--- src/rtl/uart_tx_feeder_if.sv ---
// Byte write port of the UART TX feeder: valid/ready handshake carrying one byte.
interface uart_tx_feeder_if #(
  parameter int DATA_W = 8
) ();
  logic [DATA_W-1:0] wr_data;
  logic              wr_valid;
  logic              wr_ready;

  // Producer side drives data/valid, sees ready.
  modport master (
    output wr_data,
    output wr_valid,
    input  wr_ready
  );

  // Feeder side consumes data/valid, drives ready.
  modport slave (
    input  wr_data,
    input  wr_valid,
    output wr_ready
  );
endinterface

--- src/rtl/uart_tx_feeder.sv ---
// UART TX feeder: byte FIFO that launches one frame per stored byte towards the
// bit-select stage. tx_data is held for the whole frame and only changes on a pop.
module uart_tx_feeder #(
  parameter int DATA_W = 8,
  parameter int DEPTH  = 16,
  parameter int ADDR_W = 4
) (
  input  logic               clk,
  input  logic               reset,
  uart_tx_feeder_if.slave    wr_if,
  input  logic               flush,
  input  logic               tx_busy,
  input  logic               tx_done,
  output logic               tx_en,
  output logic [DATA_W-1:0]  tx_data,
  output logic [ADDR_W:0]    fifo_count,
  output logic               fifo_empty,
  output logic               fifo_full
);

  localparam logic [1:0] S_IDLE      = 2'd0;
  localparam logic [1:0] S_START     = 2'd1;
  localparam logic [1:0] S_WAIT_DONE = 2'd2;

  logic [DATA_W-1:0] mem_q [DEPTH];
  logic [ADDR_W-1:0] wr_ptr_q, wr_ptr_d;
  logic [ADDR_W-1:0] rd_ptr_q, rd_ptr_d;
  logic [ADDR_W:0]   count_q, count_d;
  logic              empty_q, empty_d;
  logic              full_q, full_d;
  logic [1:0]        state_q, state_d;
  logic              tx_en_q, tx_en_d;
  logic [DATA_W-1:0] tx_data_q, tx_data_d;
  logic              push_s;
  logic              pop_s;

  // Ready depends only on the registered full flag, so a same-cycle pop never frees a slot.
  assign wr_if.wr_ready = ~full_q;
  assign tx_en          = tx_en_q;
  assign tx_data        = tx_data_q;
  assign fifo_count     = count_q;
  assign fifo_empty     = empty_q;
  assign fifo_full      = full_q;

  // Frame sequencing: decide when to pop the head byte and where the FSM goes next.
  always_comb begin
    state_d = state_q;
    pop_s   = 1'b0;
    case (state_q)
      S_IDLE: begin
        if (!empty_q && !tx_busy) begin
          pop_s   = 1'b1;
          state_d = S_START;
        end else begin
          state_d = S_IDLE;
        end
      end
      S_START: begin
        state_d = S_WAIT_DONE;
      end
      S_WAIT_DONE: begin
        if (tx_done) begin
          if (!empty_q) begin
            pop_s   = 1'b1;
            state_d = S_START;
          end else begin
            state_d = S_IDLE;
          end
        end else begin
          state_d = S_WAIT_DONE;
        end
      end
      default: begin
        state_d = S_IDLE;
      end
    endcase
    tx_en_d = (state_d == S_START);
    if (pop_s) begin
      tx_data_d = mem_q[rd_ptr_q];
    end else begin
      tx_data_d = tx_data_q;
    end
  end

  // Queue bookkeeping: pointers, occupancy and the registered empty/full flags.
  always_comb begin
    push_s   = wr_if.wr_valid & ~full_q & ~flush;
    wr_ptr_d = wr_ptr_q;
    rd_ptr_d = rd_ptr_q;
    count_d  = count_q;
    if (flush) begin
      wr_ptr_d = {ADDR_W{1'b0}};
      rd_ptr_d = {ADDR_W{1'b0}};
      count_d  = {(ADDR_W + 1){1'b0}};
    end else begin
      if (push_s) begin
        wr_ptr_d = wr_ptr_q + ADDR_W'(1);
      end else begin
        wr_ptr_d = wr_ptr_q;
      end
      if (pop_s) begin
        rd_ptr_d = rd_ptr_q + ADDR_W'(1);
      end else begin
        rd_ptr_d = rd_ptr_q;
      end
      case ({push_s, pop_s})
        2'b10:   count_d = count_q + (ADDR_W + 1)'(1);
        2'b01:   count_d = count_q - (ADDR_W + 1)'(1);
        default: count_d = count_q;
      endcase
    end
    empty_d = (count_d == {(ADDR_W + 1){1'b0}});
    full_d  = (count_d == (ADDR_W + 1)'(DEPTH));
  end

  // Byte storage: written at the tail on an accepted push.
  always_ff @(posedge clk) begin
    if (push_s) begin
      mem_q[wr_ptr_q] <= wr_if.wr_data;
    end
  end

  // State registers with synchronous reset; reset abandons any frame in flight.
  always_ff @(posedge clk) begin
    if (reset) begin
      wr_ptr_q  <= {ADDR_W{1'b0}};
      rd_ptr_q  <= {ADDR_W{1'b0}};
      count_q   <= {(ADDR_W + 1){1'b0}};
      empty_q   <= 1'b1;
      full_q    <= 1'b0;
      state_q   <= S_IDLE;
      tx_en_q   <= 1'b0;
      tx_data_q <= {DATA_W{1'b0}};
    end else begin
      wr_ptr_q  <= wr_ptr_d;
      rd_ptr_q  <= rd_ptr_d;
      count_q   <= count_d;
      empty_q   <= empty_d;
      full_q    <= full_d;
      state_q   <= state_d;
      tx_en_q   <= tx_en_d;
      tx_data_q <= tx_data_d;
    end
  end

endmodule
--- src/flat_wrapper.sv ---
// flat-port wrapper written by rule: the top's interface ports become plain ports
module uart_tx_feeder_flat 
#(
  parameter int DATA_W = 8,
  parameter int DEPTH  = 16,
  parameter int ADDR_W = 4
)
  (clk, reset, flush, tx_busy, tx_done, tx_en, tx_data, fifo_count, fifo_empty, fifo_full, wr_if_wr_data, wr_if_wr_valid, wr_if_wr_ready);
  uart_tx_feeder_if #(.DATA_W(DATA_W)) wr_if_i ();
  input  logic clk;
  input  logic reset;
  input  logic flush;
  input  logic tx_busy;
  input  logic tx_done;
  output logic tx_en;
  output logic [DATA_W-1:0] tx_data;
  output logic [ADDR_W:0] fifo_count;
  output logic fifo_empty;
  output logic fifo_full;
  input wire logic [$bits(wr_if_i.wr_data)-1:0] wr_if_wr_data;
  input wire logic [$bits(wr_if_i.wr_valid)-1:0] wr_if_wr_valid;
  output wire logic [$bits(wr_if_i.wr_ready)-1:0] wr_if_wr_ready;
  assign wr_if_i.wr_data = wr_if_wr_data;
  assign wr_if_i.wr_valid = wr_if_wr_valid;
  assign wr_if_wr_ready = wr_if_i.wr_ready;
  uart_tx_feeder #(.DATA_W(DATA_W), .DEPTH(DEPTH), .ADDR_W(ADDR_W)) u_core (.clk(clk), .reset(reset), .wr_if(wr_if_i), .flush(flush), .tx_busy(tx_busy), .tx_done(tx_done), .tx_en(tx_en), .tx_data(tx_data), .fifo_count(fifo_count), .fifo_empty(fifo_empty), .fifo_full(fifo_full));
endmodule
--- config.mk ---
export PLATFORM = sky130hd
export DESIGN_NAME = uart_tx_feeder_flat
export DESIGN_NICKNAME = d
export VERILOG_FILES = /design/src/rtl/uart_tx_feeder_if.sv /design/src/rtl/uart_tx_feeder.sv /design/src/flat_wrapper.sv
export SDC_FILE = /design/constraint.sdc
export NUM_CORES = 1
export LEC_CHECK = 0
export CORE_MARGIN = 1
export CORE_UTILIZATION = 50
export DETAILED_ROUTE_END_ITERATION = 7
export GPL_ROUTABILITY_DRIVEN = 0
export MAX_ROUTING_LAYER = met4
export PLACE_DENSITY_LB_ADDON = 0.1
export SLEW_MARGIN = 25
export SYNTH_ARGS = -nofsm -noshare
export SYNTH_HDL_FRONTEND = slang
export SYNTH_SLANG_ARGS = --single-unit
--- constraint.sdc ---
create_clock -name clk -period 4.9 [get_ports clk]
set_input_delay 1.47 -clock clk [delete_from_list [all_inputs] [get_ports clk]]
set_output_delay 1.47 -clock clk [all_outputs]
set_load 0.02 [all_outputs]
# After elaboration in Yosys (flattened, before gate mapping)
# Memories as Yosys holds them, arrays and structs flattened. A register that Yosys moved wholly into a read port is not among the register bits.
# Index checks and enable logic that the tools add are counted.
[classes]
add_sub_neg = 4
eq_ne = 6
n_mux = 12
bitwise = 4
reduce_logical = 6
[op_table]
columns = ["cell", "count"]
rows = [
  ["case mux 5 bit (2 select lines)", 1],
  ["adder 4 x 1 -> 4 bit (second input constant)", 2],
  ["two-way mux 1 bit", 7],
  ["equality test 2 x 1 -> 1 bit (second input constant)", 3],
  ["case mux 2 bit (3 select lines)", 1],
  ["adder 5 x 1 -> 5 bit (second input constant)", 1],
  ["equality test 5 bit (second input constant)", 1],
  ["logical NOT 5 bit", 1],
  ["two-way mux 5 bit", 1],
  ["subtractor 5 x 1 -> 5 bit (second input constant)", 1],
  ["equality test 2 bit (second input constant)", 2],
  ["bitwise AND 1 bit", 2],
  ["logical NOT 1 bit", 2],
  ["logical NOT 2 bit", 1],
  ["two-way mux 2 bit", 1],
  ["inverter 1 bit", 2],
  ["case mux 1 bit (2 select lines)", 1],
  ["OR reduction 2 bit", 1],
  ["logical AND 1 bit", 1],
]
[word_totals]
register_bits = 18
mem_bits_rw = 128
out_inout_bits = 17
memories = 1
[mem_list]
columns = ["memory", "words", "word_bits", "read_ports", "rd_clocked_by_memory_dff", "wr", "line", "source"]
rows = [
  ["u_core.mem_q", 16, 8, 1, 1, 1, "uart_tx_feeder.sv:25", "logic [DATA_W-1:0] mem_q [DEPTH];"],
]

# Logic depth before layout (Yosys ltp)
# Gate-level depths: netlist of run 1.
[depth]
depth_word = 8
mapped_depth = 10
ltp_nobuf = 10

# Worst setup path before layout of run 1
# No wires, ideal clock.
[synth_timing]
path_type = "in2reg"
start = "in flush"
end = "reg u_core.empty_q (netlist: u_core.fifo_empty)"
setup_ns = 0.116
arrival_ns = 3.545
path_slack_ns = 1.239
cell_stages = 10
n_path_buf = 1
cell_sequence = "nor3b_4 and4b_1 buf_6 xor2_1 ha_1 a21oi_1 nor3_1 or4_1 xor2_1 a41o_1"
[synth_between]
elab_chain_cells = 6
elab_cells_between_ends = 7
cone_classes = "eq/ne: 2; mux: 2; bitwise: 2; reduce/logical: 1"
[synth_lines]
columns = ["item", "line", "source"]
rows = [
  ["from (decl)", "flat_wrapper.sv:12", "input logic flush;"],
  ["inverter 1 bit", "uart_tx_feeder.sv:87", "push_s = wr_if.wr_valid & ~full_q & ~flush;"],
  ["bitwise AND 1 bit", "uart_tx_feeder.sv:87", ""],
  ["equality test 2 x 1 -> 1 bit / equality test 2 bit (equally long branches)", "uart_tx_feeder.sv:106", "case ({push_s, pop_s})"],
  ["case mux 5 bit (2 select lines)", "uart_tx_feeder.sv:106", ""],
  ["two-way mux 5 bit *", "uart_tx_feeder.sv:91", "if (flush) begin"],
  ["logical NOT 5 bit *", "uart_tx_feeder.sv:112", "empty_d = (count_d == {(ADDR_W + 1){1'b0}});"],
  ["to (signal assigned)", "uart_tx_feeder.sv:138", "empty_q <= empty_d;"],
  ["to (decl)", "uart_tx_feeder.sv:29", "logic empty_q, empty_d;"],
]
# Every way passes the cells marked *; elsewhere a longest branch is shown, timed or not.
# A chain may end at the register's enable or synchronous reset.

# Worst setup path in the final report of run 1
# Ends and elaborated chain as after synthesis.

==> results of run 1 <==
==> power breakdown <==
part	switching [mW]	internal, mW
Clock	0.473	0.733
Sequential	0.00589	1.43
Combinational	0.0444	0.0332
Total	0.523	2.19
==> layout make-up <==
type,instances,area share [%]
Clock buffer,19,6.157
Clock inverter,11,1.512
Inverter,5,0.2669
Multi-Input combinational cell,171,22.42
Sequential cell,154,62.08
Tap cell,143,2.544
Timing Repair Buffer,37,5.018
==> flip-flops by register name, summed over array words and instances (netlist names), 2 cells and up <==
name,cells
u_core.tx_data,8
u_core.fifo_count,5
u_core.state_q,2
u_core.wr_ptr_q,4
u_core.mem_q,128
u_core.rd_ptr_q,4
==> layer usage <==
metal  GRT usage, %  vias to the layer above  part of all wire (%)
li1               -                     1437                     -
met1          29.32                     1593                    46
met2          33.66                       76                    49
met3          5.825                        6                   4.9
met4          6.489                        0                  0.73
met5              -                        -                     0
==> cell usage in the layout, fill, tap and decap left out, types with 2 or more instances in the layout <==
| master | Yosys | routed |
|---|---|---|
| xnor2_1 | 2 | 2 |
| clkinv_1 | 0 | 4 |
| nand4_1 | 3 | 3 |
| or3_1 | 2 | 2 |
| nand2b_1 | 4 | 4 |
| bufinv_16 | 0 | 2 |
| a22oi_1 | 16 | 16 |
| mux4_2 | 32 | 32 |
| a21oi_1 | 22 | 22 |
| xor2_1 | 8 | 8 |
| and2_1 | 2 | 2 |
| clkdlybuf4s50_1 | 0 | 30 |
| nor3_1 | 7 | 7 |
| clkbuf_1 | 10 | 2 |
| buf_4 | 0 | 7 |
| ha_1 | 7 | 7 |
| dfxtp_1 | 26 | 25 |
| clkinv_2 | 0 | 3 |
| nand2_1 | 8 | 8 |
| or2b_1 | 2 | 2 |
| edfxtp_1 | 128 | 128 |
| clkbuf_16 | 0 | 17 |
| nor2b_1 | 2 | 2 |
| nor2_1 | 37 | 36 |
| mux2i_1 | 2 | 2 |
| inv_1 | 5 | 5 |
==> path summary, 6_finish.rpt <==
| check | cells past startpoint | startpoint | end |
|---|---|---|---|
| hold / removal | 2 | u_core.tx_data[7]$_SDFFE_PP0P_ | u_core.tx_data[7]$_SDFFE_PP0P_ |
| setup / recovery | 10 | flush | u_core.fifo_empty$_SDFF_PP1_ |
| setup reg to reg | 9 | u_core.fifo_full$_SDFF_PP0_ | u_core.fifo_empty$_SDFF_PP1_ |
| hold reg to reg | 2 | u_core.tx_data[7]$_SDFFE_PP0P_ | u_core.tx_data[7]$_SDFFE_PP0P_ |
==> worst max-delay path, stage by stage <==
cell and delay (ns):
clkdlybuf4s50_1 0.45, nor3b_4 0.38, and4b_1 0.32, xor2_1 0.17, ha_1 0.23, a21oi_1 0.22, nor3_1 0.06, or4_1 0.49
xor2_1 0.18, a41o_1 0.23
==> kinds of logic after synthesis <==
| logic type | share of synthesized area (%) |
|---|---|
| flops | 72.19 |
| simple gates | 6.146 |
| compound gates | 4.553 |
| mux | 12.44 |
| buf+inv | 1.780 |
| xor+xnor | 1.449 |
| fa+ha+maj | 1.449 |
==> metrics by stage <==
stage	worst slack, ns	instances	util (%)
6_report	0.9956	540	60.55
5_1_grt	0.8471	540	60.55
4_1_cts	1.031	540	60.53
3_5_place_dp	0.6078	510	55.88
3_3_place_gp	0.6673	510	55.88
2_1_floorplan	1.239	350	-
==> metrics.md, run 1 <==
| Metric | Value |
|---|---|
| Max-slew violations | `0` |
| Worst-Margin Slew | `0.9586 ns` |
| Nature of the critical path endpoint | `flop` |
| Multi-input logic area | `about 1600 µm²` |
| Die area | `12540 µm²` |
| Yosys warns | `0` |
| Core area | `between 10000 and 15000 µm²` |
| Post-synth EDFFs | `128` |
| Area contributors post-synth | `edfxtp_1 (64%), mux4_2 (12%), dfxtp_1 (8.6%), nor2_1 (2.3%), a22oi_1 (2.0%)` |
| Cell area after synthesis | `6046 µm²` |
| Clock buffer depth | `2` |
| Setup Total Neg Slack | `0 ns` |
| Routed vias/inst | `5.763` |
| Die H | `roughly 110 µm` |
| TritonCTS buffer count | `17` |
| IO Count | `31` |
| Share of cells above drive strength 1 | `17.13%` |
| Initial antenna violation count | `0` |
| Final Skew | `between 0.01 and 0.015 ns` |
| RSZ-0062 raised after global routing | `no` |
| Max Cap Viol | `0` |
| Minimum clock period | `3.904 ns` |
| Total Power | `2.715 mW` |
| Drt initial violations | `between 300 and 400` |
| Finished Cell Area | `7032 µm²` |
| P&R area growth vs syn | `16.31%` |
| Number of global-route vias before repair | `3259` |
| Max Clock Freq | `between 200 and 300 MHz` |
| Largest net degree at the start of global routing | `27` |
| Sequential element share of the synthesized area | `between 70 and 80%` |
| CP arrival | `between 4 and 5 ns` |
| Die X | `approximately 110 µm` |
| #FFs+latches synth | `154` |
| Residual DRC | `3` |
| Hold_buf cts | `0` |
| Critical Path Start Type | `primary input` |
| TritonCTS clock tree | `built` |
| Lkg Pwr | `2.261 nW` |
| Placed Area | `approximately 6500 µm²` |
| First-pass DRT Iterations | `6` |
| Reg-to-reg slack, setup | `2.18 ns` |
| Skew-Pair Late Insertion Delay | `0.42 ns` |
| Setup Buffers After CTS | `0` |
| Final hold vios | `0` |
| I/O Buffers | `30` |
| Register area | `about 4400 µm²` |
| Layout Nets | `a little over 400` |
| Cell taking the most area after synthesis | `edfxtp_1` |
| Count leader, synth | `edfxtp_1` |
| Ys flop type | `edfxtp_1` |
| Fin crit share | `79.68%` |
| Share of the synthesized area in the top cell type | `approximately 64%` |
| Status | `finished with violations` |
| Root Buffer Master | `clkbuf_16` |
| Post-Syn Nets | `371` |
| DP HPWL | `between 7000 and 8000 µm` |
| Max FO, Critical Path | `8` |
| First-pass GRT wire length | `18930 µm` |
| Filler cell count | `872` |
| PwrDens | `386.1 nW/µm²` |
| Clock transition at the registers of the reported paths | `around 0.05 ns` |
| Worst slew margin | `between 30% and 40%` |
| Worst hold-check path type | `flop to flop` |
| Worst EP required | `5.20 ns` |
| Post-synth ARST share | `0%` |
| Post-Syn Instances | `350` |
| Initial Util | `52.06%` |
| Routed Antenna Nets | `0` |
| Routed wire length | `~12000 µm` |
| Final setup vio count | `0` |
| Post-synth top cells | `edfxtp_1 (128), nor2_1 (37), mux4_2 (32)` |
| H-tree lvl count | `4` |
| Clock Sinks | `154` |
| Post-cts sizing count | `0` |
| WS Path Type | `primary input to flop` |
| GRT Util Overall | `22.03%` |
| Netlist cell types | `38` |
| Vias | `roughly 3100` |
| Hold Worst Slack | `0.4877 ns` |
| Wire length per cell | `roughly 22 µm` |
| GRT overflow | `0` |
| Site Rows | `39` |
| Avg Cell Area, Syn | `17.27 µm²` |
| Peak VDD IR | `0.3976 mV` |
| Failing checks | `DRC` |
| Ant diodes | `0` |
(Power assumes the default switching activity.)
==> inputs of run 2 (changes only) <==
==> constraint.sdc (replaced) <==
create_clock -name clk -period 4 [get_ports clk]
set_input_delay 1.2 -clock clk [delete_from_list [all_inputs] [get_ports clk]]
set_output_delay 1.2 -clock clk [all_outputs]
set_load 0.02 [all_outputs]
==> run 2 against run 1 <==
Compared with the run above: the run still ends with DRC left; via count rose by 1.6%; combinational power rose by 22%; clock skew barely moved; setup slack got worse by 0.42 ns; clock power rose by 12%; flip-flop and latch count did not move; count of clock-buffer cells in the layout rose by 7; register-to-register slack got worse by 0.69 ns; critical path type unchanged; largest power group unchanged.
==> metrics.md, run 2 (synthesized netlist as in run 1, its figures left out) <==
| Metric | Value |
|---|---|
| Hold_buf cts | `0` |
| Worst-Margin Slew | `0.8243 ns` |
| Finished Cell Area | `7102 µm²` |
| CP arrival | `between 3 and 4 ns` |
| First-pass GRT wire length | `18430 µm` |
| P&R area growth vs syn | `17.47%` |
| Wire length per cell | `21.01 µm` |
| Number of global-route vias before repair | `between 3000 and 4000` |
| H-tree lvl count | `4` |
| Setup Buffers After CTS | `0` |
| Commonest non-fill, non-tap cell in the layout | `edfxtp_1` |
| Crit path max-delay family | `simple AND/OR/NAND/NOR gates` |
| Largest net degree at the start of global routing | `30` |
| Final Skew | `0.01169 ns` |
| Worst path slowest cell | `clkdlybuf4s50_1` |
| Layout Cells excl Fill | `557` |
| Failing checks | `DRC` |
| Worst EP required | `around 4.3 ns` |
| RSZ-0062 raised after global routing | `no` |
| Nature of the critical path endpoint | `flop` |
| Die X | `between 100 and 150 µm` |
| Vias | `3163` |
| Share of cells above drive strength 1 | `19.32%` |
| First-pass DRT Iterations | `8` |
| Max-slew violations | `0` |
| Register with the most flip-flops | `u_core.mem_q` |
| Max Clock Freq | `292.1 MHz` |
| Filler cell count | `just under 900` |
| Worst hold-check path type | `flop to flop` |
| Lkg Pwr | `2.326 nW` |
| Critical path, cell by cell | `clkdlybuf4s50_1 -> nor3b_4 -> and4b_1 -> xor2_1 -> ha_1 -> o41ai_1 -> nor3_1 -> or4_1 -> xor2_1 -> a41o_1` |
| Initial antenna violation count | `0` |
| Max FO, Critical Path | `3` |
| Initial Util | `a little over half` |
| Layout Nets | `422` |
| Placed Area | `6603 µm²` |
| Die H | `112.0 µm` |
| Cells after DPL | `525` |
| Critical path's most frequent cell | `xor2_1` |
| Clock Sinks | `154` |
| Root Buffer Master | `clkbuf_16` |
| Final hold vios | `0` |
| Residual DRC | `2` |
| GRT overflow | `0` |
| Routed vias/inst | `about 5.7` |
| Clock buffer depth | `2` |
| Fin crit share | `about 86%` |
| Final setup vio count | `0` |
| Status | `finished with violations` |
| Peak VDD IR | `0.3482 mV` |
| Worst slew margin | `44.94%` |
| DP HPWL | `7350 µm` |
| IO Count | `31` |
| Clock transition at the registers of the reported paths | `0.05 ns` |
| GRT Util Overall | `21.81%` |
| Die area | `~13000 µm²` |
| Most frequent cells in the layout | `edfxtp_1 (128), nor2_1 (37), mux4_2 (32)` |
| Routed Antenna Nets | `0` |
| Minimum clock period | `3.423 ns` |
| Crit path largest cell delay | `0.45 ns` |
| TritonCTS clock tree | `built` |
| WS Path Type | `primary input to flop` |
| TritonCTS buffer count | `17` |
| Setup Total Neg Slack | `0 ns` |
| Max Cap Viol | `0` |
| Crit path buf inv count | `1` |
| Post-cts sizing count | `0` |
| I/O Buffers | `30` |
| Drt initial violations | `297` |
| Critical Path Start Type | `primary input` |
| Skew-Pair Late Insertion Delay | `0.42 ns` |
| Max FFs per register | `128` |
| Site Rows | `39` |
| PwrDens | `450.7 nW/µm²` |
| Total Power | `3.201 mW` |
| Core area | `roughly 12000 µm²` |
| Ant diodes | `0` |
| Routed wire length | `roughly 12000 µm` |
[run 2: layout make-up]
cell class | count | area [µm²] | area share [%]
Clock inverter | 6 | 27.53 | 0.3876
Clock buffer | 26 | 469.2 | 6.607
Sequential cell | 154 | 4368 | 61.50
Inverter | 5 | 18.77 | 0.2643
Multi-Input combinational cell | 171 | 1574 | 22.16
Timing Repair Buffer | 52 | 465.4 | 6.554
Tap cell | 143 | 178.9 | 2.519
[run 2: routing by layer]
layer | GRT usage [%] | share of wire [%] | vias to the layer above
li1 | - | - | 1473
met3 | 6.913 | 4.5 | 9
met5 | - | 0 | -
met2 | 31.51 | 47 | 76
met4 | 8.000 | 0.98 | 0
met1 | 29.21 | 48 | 1605
[run 2: worst paths after layout]
kind                                   from                              to  cells past startpoint  slack, ns
max                                   flush    u_core.fifo_empty$_SDFF_PP1_                     10       0.58
max reg2reg     u_core.fifo_full$_SDFF_PP0_    u_core.fifo_empty$_SDFF_PP1_                      9       1.49
min reg2reg  u_core.tx_data[6]$_SDFFE_PP0P_  u_core.tx_data[6]$_SDFFE_PP0P_                      2       0.49
min          u_core.tx_data[6]$_SDFFE_PP0P_  u_core.tx_data[6]$_SDFFE_PP0P_                      2       0.49
[run 2: power by group]
part	total, mW	internal, mW	switching (mW)
logic	0.0945	0.0416	0.0528
clock network	1.35	0.799	0.554
registers	1.75	1.75	0.00728
total	3.20	2.59	0.614
[run 2: per-stage QoR]
step	utilization (%)	setup WS [ns]	hold WS (ns)
finish	61.15	0.5771	0.4918
CTS	61.13	0.6127	0.4946
detailed placement	56.85	0.1717	0.4817
global placement	56.85	0.2333	0.4678
floorplan	-	0.6089	0.5222
global route	61.15	0.5283	0.5313
[run 2: worst min-delay path: cells and delay by family (launching register included)]
family | cells | cell delay (ns)
flip-flops | 1 | 0.33
AO/OA/AOI/OAI | 1 | 0.06
AND/OR/NAND/NOR | 1 | 0.07
==> inputs of run 3 (changes only) <==
--- a/config.mk
+++ b/config.mk
@@ -5,6 +5,7 @@
 export SDC_FILE = /design/constraint.sdc
 export NUM_CORES = 1
 export LEC_CHECK = 0
+export CAP_MARGIN = 20
 export CORE_MARGIN = 1
 export CORE_UTILIZATION = 50
 export DETAILED_ROUTE_END_ITERATION = 7
==> results of run 3 <==
Final layout, timing and power as in run 2 (identical DEF).
